===== config.mk =====
export PLATFORM = sky130hd
export DESIGN_NAME = sim_mem_ctrl
export DESIGN_NICKNAME = d
export VERILOG_FILES = /design/src/rtl/sim_mem_ctrl.sv
export SDC_FILE = /design/constraint.sdc
export NUM_CORES = 1
export LEC_CHECK = 0
export ABC_CLOCK_PERIOD_IN_PS = 2880
export BUFFER_PORTS_ARGS = -buffer_cell sky130_fd_sc_hd__buf_2
export CORE_MARGIN = 1.5
export CORE_UTILIZATION = 40
export CTS_CLUSTER_DIAMETER = 200
export DETAILED_ROUTE_END_ITERATION = 10
export PLACE_DENSITY = 0.72
export SYNTH_ARGS = -nofsm -noshare
export SYNTH_HDL_FRONTEND = slang
export SYNTH_SLANG_ARGS = --single-unit

===== constraint.sdc =====
create_clock -name clk -period 2.88 [get_ports clk]
set_clock_uncertainty 0.15 [all_clocks]
set_input_delay 0.288 -clock clk [delete_from_list [all_inputs] [get_ports clk]]
set_output_delay 0.288 -clock clk [all_outputs]
set_load 0.02 [all_outputs]

===== src/rtl/sim_mem_ctrl.sv =====
// Memory owner and run sequencer for the 8-bit CPU: loads a program from the host,
// commits core stack writes while running, then streams the memory image back out.
module sim_mem_ctrl #(
  parameter int MEMSIZE = 64,
  parameter int TIMEOUT = 255
) (
  input  logic                      clk,
  input  logic                      rst_n,
  input  logic                      load_valid,
  input  logic [7:0]                load_data,
  input  logic                      load_last,
  output logic                      load_ready,
  output logic                      core_en,
  input  logic                      write_flag,
  input  logic [MEMSIZE-1:0]        write_addr,
  input  logic [7:0]                write_value,
  input  logic [7:0]                ip,
  input  logic [7:0]                next_ip,
  output logic [MEMSIZE-1:0][7:0]   memory,
  output logic                      dump_valid,
  output logic [7:0]                dump_data,
  output logic                      dump_last,
  input  logic                      dump_ready,
  output logic                      done,
  output logic                      timeout,
  output logic [7:0]                cycles,
  output logic [1:0]                state
);

  localparam int AW = (MEMSIZE > 1) ? $clog2(MEMSIZE) : 1;

  localparam logic [1:0] ST_LOAD = 2'd0;
  localparam logic [1:0] ST_RUN  = 2'd1;
  localparam logic [1:0] ST_DUMP = 2'd2;
  localparam logic [1:0] ST_DONE = 2'd3;

  localparam logic [AW-1:0]      LAST_ADDR   = AW'(MEMSIZE - 1);
  localparam logic [MEMSIZE-1:0] ADDR_BOUND  = MEMSIZE'(MEMSIZE);
  localparam logic [7:0]         TIMEOUT_CNT = 8'(TIMEOUT);

  // Handshakes: a byte moves on a rising clock edge when valid and ready are both
  // high; valid never waits for ready, and ready/valid depend only on registered state.

  logic [1:0]    state_next;
  logic [AW-1:0] lptr;
  logic [AW-1:0] dptr;
  logic          load_fire;
  logic          dump_fire;
  logic          core_fire;
  logic          halt;
  logic          last_cycle;

  assign load_ready = (state == ST_LOAD);
  assign core_en    = (state == ST_RUN);
  assign dump_valid = (state == ST_DUMP);
  assign done       = (state == ST_DONE);

  assign load_fire  = load_valid && load_ready;
  assign dump_fire  = dump_valid && dump_ready;
  assign core_fire  = core_en && write_flag && (write_addr < ADDR_BOUND);
  assign halt       = (next_ip == ip);
  assign last_cycle = (cycles == (TIMEOUT_CNT - 8'd1));

  assign dump_data  = dump_valid ? memory[dptr] : 8'h00;
  assign dump_last  = dump_valid && (dptr == LAST_ADDR);

  always_comb begin
    state_next = state;
    case (state)
      ST_LOAD: if (load_fire && (load_last || lptr == LAST_ADDR)) state_next = ST_RUN;
      ST_RUN:  if (halt || last_cycle) state_next = ST_DUMP;
      ST_DUMP: if (dump_fire && dptr == LAST_ADDR) state_next = ST_DONE;
      default: state_next = ST_DONE;
    endcase
  end

  always_ff @(posedge clk or negedge rst_n) begin
    if (!rst_n) begin
      state <= ST_LOAD;
    end else begin
      state <= state_next;
    end
  end

  // Writes land on the registered array so the core sees them the following cycle.
  always_ff @(posedge clk or negedge rst_n) begin
    if (!rst_n) begin
      memory <= '0;
    end else if (load_fire) begin
      memory[lptr] <= load_data;
    end else if (core_fire) begin
      memory[write_addr[AW-1:0]] <= write_value;
    end
  end

  always_ff @(posedge clk or negedge rst_n) begin
    if (!rst_n) begin
      lptr <= '0;
    end else if (load_fire && lptr != LAST_ADDR) begin
      lptr <= lptr + 1'b1;
    end
  end

  always_ff @(posedge clk or negedge rst_n) begin
    if (!rst_n) begin
      dptr <= '0;
    end else if (dump_fire && dptr != LAST_ADDR) begin
      dptr <= dptr + 1'b1;
    end
  end

  // Halt has priority over the final allowed cycle, so timeout stays clear then.
  always_ff @(posedge clk or negedge rst_n) begin
    if (!rst_n) begin
      cycles  <= 8'd0;
      timeout <= 1'b0;
    end else if (core_en) begin
      cycles <= cycles + 8'd1;
      if (last_cycle && !halt) timeout <= 1'b1;
    end
  end

endmodule


# Yosys cells after proc, flatten, opt, wreduce, memory -nomap -nowiden
# Index checks and enable logic that the tools add are counted.
[classes] n_addsub=3 order_cmp=6 eq_ne=12 mux=15 reduce_logical=19
[op_table] operator="$bwmux 512" n=2
[op_table] operator="$mux 512" n=2
[op_table] operator="$demux 8 s6" n=2
[op_table] operator="$lt 64x7->1 const B" n=1
[op_table] operator="$bmux 8 s6" n=1
[op_table] operator="$mux 8" n=4
[op_table] operator="$lt 6x7->1 const B" n=3
[op_table] operator="$add 6x1->6 const B" n=2
[op_table] operator="$eq 6x6->1 const B" n=2
[op_table] operator="$ge 6x1->1 const B" n=2
[op_table] operator="$logic_and 1x1->1" n=12
[op_table] operator="$ne 6x6->1 const B" n=2
[op_table] operator="$add 8x1->8 const B" n=1
[op_table] operator="$eq 8x8->1" n=1
[op_table] operator="$eq 8x8->1 const B" n=1
[op_table] operator="$mux 2" n=3
[op_table] operator="$ne 2x1->1 const B" n=3
[op_table] operator="$pmux 2 s3" n=1
[op_table] operator="$eq 2x2->1 const B" n=2
[op_table] operator="$reduce_and 3->1" n=1
[op_table] operator="$eq 2x1->1 const B" n=1
[op_table] operator="$logic_not 2->1" n=1
[op_table] operator="$logic_or 1x1->1" n=2
[op_table] operator="$reduce_and 2->1" n=1
[op_table] operator="other kinds (2)" n=2
[totals] register_bits=535 inputBits=102 output_inout_bits=536 wordCells=124

# Depth between registers and ports, before layout
[depth] word_depth=7 mapped_depth=10 mapped_depth_nobuf=6

# Least setup slack after synthesis
# No wires, ideal clock.
[synth_timing] path_kind="reg2out" start="reg dptr[1]" end="out dump_data[6]" t_arrival_ps=2119 required_ps=2442 setup_slack_ps=323 path_stages_with_launch=8 n_path_buf=3 path_cell_list="dfrtp_1 -> buf_2 -> buf_2 -> buf_2 -> mux2_2 -> a31oi_1 -> nand4_1 -> a32o_1"
[synth_between] elab_chain_len=3
[synth_rtl] item="start, declared" line="46" source="logic [AW-1:0] dptr;"
[synth_rtl] item="start signal, assigned" line="108" source="dptr <= dptr + 1'b1;"
[synth_rtl] item="$bmux 8 s6" line="64" source="assign dump_data = dump_valid ? memory[dptr] : 8'h00;"
[synth_rtl] item="$mux 8 (not written as such)" line="64"
[synth_rtl] item="$mux 8" line="64"
[synth_rtl] item="end, declared" line="21" source="output logic [7:0] dump_data,"
# Every way passes these cells. The select of a mux whose other input is x is not followed.

# Worst setup path in the final report
[layout_timing] start="reg dptr[0]" end="out dump_data[5]"
# The elaborated chain is that of the path after synthesis.

==> impl_results.md <==
- Status: complete, but fails checks
- RePlAce Congestion: a little over 1
- Final hold vios: 0
- Clk buf depth: 3
- Initial Util: 40.4%
- Min-Delay Path Class: primary input to flop
- Worst-path fanout max: 5
- Number of synthesized flops with an enable pin: 0
- Failing checks: negative setup slack
- CP Data Arrival Time: approximately 3.3 ns
- Vias per inst: roughly 6.8
- Crit. End Element: primary output
- Row cnt: 102
- Overflow after GRT: 0
- H-tree depth: 2
- Slowest stage cell, crit path: dfrtp_4
- Port-buffer cells: between 600 and 700
- Die span in x: roughly 280 um
- First-pass GRT wire length: approximately 220000 um
- Post-synth ARST share: 100%
- # DRC: 0
- Synth Register Bits: around 540
- CP Buf/Inv Count: 5
- Critical Path Start Type: flop
- Synth warn: 0
- Worst Path Required: 2.44 ns
- Total power: roughly 23 mW
- Post-Layout Cell Count: 4580
- Via count: 30999
- Detailed placer's ending HPWL: 111000 um
- Top area cells in the synthesized netlist: dfrtp_1 43%, mux2_2 15%, a22o_1 11%, mux4_2 6.8%, mux2i_1 2.6%
- Fmax: around 270 MHz
- Cell Pwr Density: 569 nW/um^2
- Final WS setup: -0.807 ns
- Post-synth top area cell: dfrtp_1
- Top-Level Pins: 638
- Largest net degree at the start of global routing: 97
- Die Y: 283 um
- Mapped cell area: 31300 um^2
- Maximum resistive drop on vdd: 0.489 mV
- Finished Cell Area: between 40000 and 50000 um^2
- Slew Limit Fails: 0
- Avg Cell Area, Syn: 11.5 um^2
- CP cell instances: buf_12 -> buf_12 -> buf_8 -> mux4_2 -> a22o_1 -> a211oi_4 -> buf_4 -> a211oi_4 -> a31o_2 -> buf_6
- Fin crit share: 128%
- Total GRT Usage: 37.3%
- Final core utilization: 52.8%
- Core Area: between 70000 and 80000 um^2
- MaxCap Viol Count: 0
- Crit Path Category: flop to primary output
- Sink Count: about 540
- Count of cell types in the netlist: 71
- Slew margin rel.: 41.3%
- Final setup viols: 9
- Reg clk slew, reported paths: approximately 0.06 ns
- Num CTS Buffers: 60
- Root Driver: clkbuf_16
- Vias in the first global route: 29256
- Share of cells above drive strength 1: 49.4%
- Top delay family on crit path: compound AO/OA/AOI/OAI gates
- Main synth FF type: dfrtp_1
- CP peak stage delay: ~0.51 ns
- Syn_nets: 2829
- Placed Instance Area: 37900 um^2
- Worst-Skew Late Latency: around 0.67 ns
- Initial antenna violation count: 7
- Pre-antenna DRT Iters: 6
- Antenna Nets Post-Route: 0
- Nets: 3594
- WHS: 0.0458 ns
- DP Worst Slack: -0.454 ns
- Yosys top cell area share: 42.8%
- Die area: 80000 um^2
- Setup TNS: -5.48 ns
- Leak: 19.9 nW
- Cells after synthesis: 2723
- Final wirelength: between 150000 and 200000 um
- Area delta synth->final: 30.6%
- CTS tree: done
- Drt wl/cell: between 30 and 40 um
- RSZ-0062 raised after global routing: true
- Tightest Pin Transition: about 0.88 ns
- Placed cells: 4438
- Initial drt markers: around 4300
- Tmin final: 3.69 ns
- Sequential share of the synthesized area: 42.8%
-- flip-flops by register name, summed over array words and instances, names as in the netlist --
register	flops
cycles	8
lptr	6
timeout	1
memory	512
dptr	6
state	2
-- worst paths after layout --
path | from | endpoint | slack [ns] | cells after the start
setup / recovery | dptr[0] | dump_data[5] | -0.81 | 10
hold / removal | load_data[7] | memory[415] | 0.05 | 4
setup reg to reg | state[1] | memory[389] | 0.03 | 7
hold reg to reg | timeout | timeout | 0.32 | 1
max in group asynchronous | rst_n | memory[282] | 1.04 | 5
min in group asynchronous | rst_n | memory[413] | 0.48 | 3
-- report_power, final --
part           leakage, nW  internal, mW  switching (mW)  total [mW]
sequential            7.41          7.61           0.135        7.74
combinational         11.4          2.97            4.08        7.04
clock                 1.06          5.04            3.46        8.49
-- cell families after synthesis --
logic type | synth area share (%)
compound gates | 19.8
xor+xnor | 0.615
fa+ha+maj | 0.160
buf+inv | 4.02
flops | 42.8
mux | 24.4
simple gates | 8.26
-- tightest hold or removal path, cell delays in order --
cell     delay [ns]
buf_2          0.13
buf_4          0.20
nor2_1         0.12
a31oi_1        0.05
-- layout by cell type (no fill, tap or decap), types with 13 or more instances in the layout --
master and n:
and2_1 13, mux2i_1 75, a22o_1 409, buf_2 627
nor4_1 15, nor2_2 31, clkbuf_16 60, nand4_1 61
nor2_1 154, o22ai_1 32, o21ai_0 97, xor2_1 14
mux4_2 95, a31oi_1 90, mux2_2 412, nand3_1 50
a21oi_1 31, buf_12 72, buf_4 256, nand2_1 64
o221ai_1 24, a22oi_2 33, clkbuf_8 16, dfrtp_1 532
-- area by class of cell --
class                           count  area, um^2
Sequential cell                   535       13400
Fill cell                        6729       36600
Tap cell                         1040        1300
Timing Repair Buffer              984        6910
Clock inverter                     29         414
Multi-Input combinational cell   1901       17100
Clock buffer                       82        1740
Antenna cell                        3        7.51
Inverter                            6        22.5
-- metal layers --
| layer | routed length (um) | global-route usage (%) | vias up |
|---|---|---|---|
| met1 | 55900 | 48.0 | 15498 |
| met5 | 64 | 0 | - |
| met4 | 10600 | 20.3 | 10 |
| li1 | - | - | 12162 |
| met2 | 67500 | 56.4 | 2678 |
| met3 | 19600 | 11.0 | 651 |
-- Yosys cell counts (all sizes together) (3+ instances only) --
cell type	count
nor2b	7
a31oi	90
nand3	52
dfrtp	535
inv	5
buf	122
nor2	192
nand2b	7
nor4	21
mux2	418
a21oi	41
nand2	67
nand3b	5
and3	5
or4	3
xnor2	8
nor3	21
a32oi	8
nand4	61
clkbuf	159
xor2	14
a22o	410
o22ai	34
o21ai	106
o221ai	31
a31o	6
mux2i	80
and2	22
ha	4
a2bb2oi	8
a211oi	12
a22oi	37
nor3b	4
or3	6
or2	7
mux4	95
-- timing repair --
item,in CTS,in global routing
hold buffers,13,0
gates cloned,3,0
pin swaps,22,7
resized for setup,90,24
endpoints found under the hold margin,437,0
buffers inserted,9,3
setup endpoints to repair,17,79
Note: power is estimated with default switching activity, not from simulation.
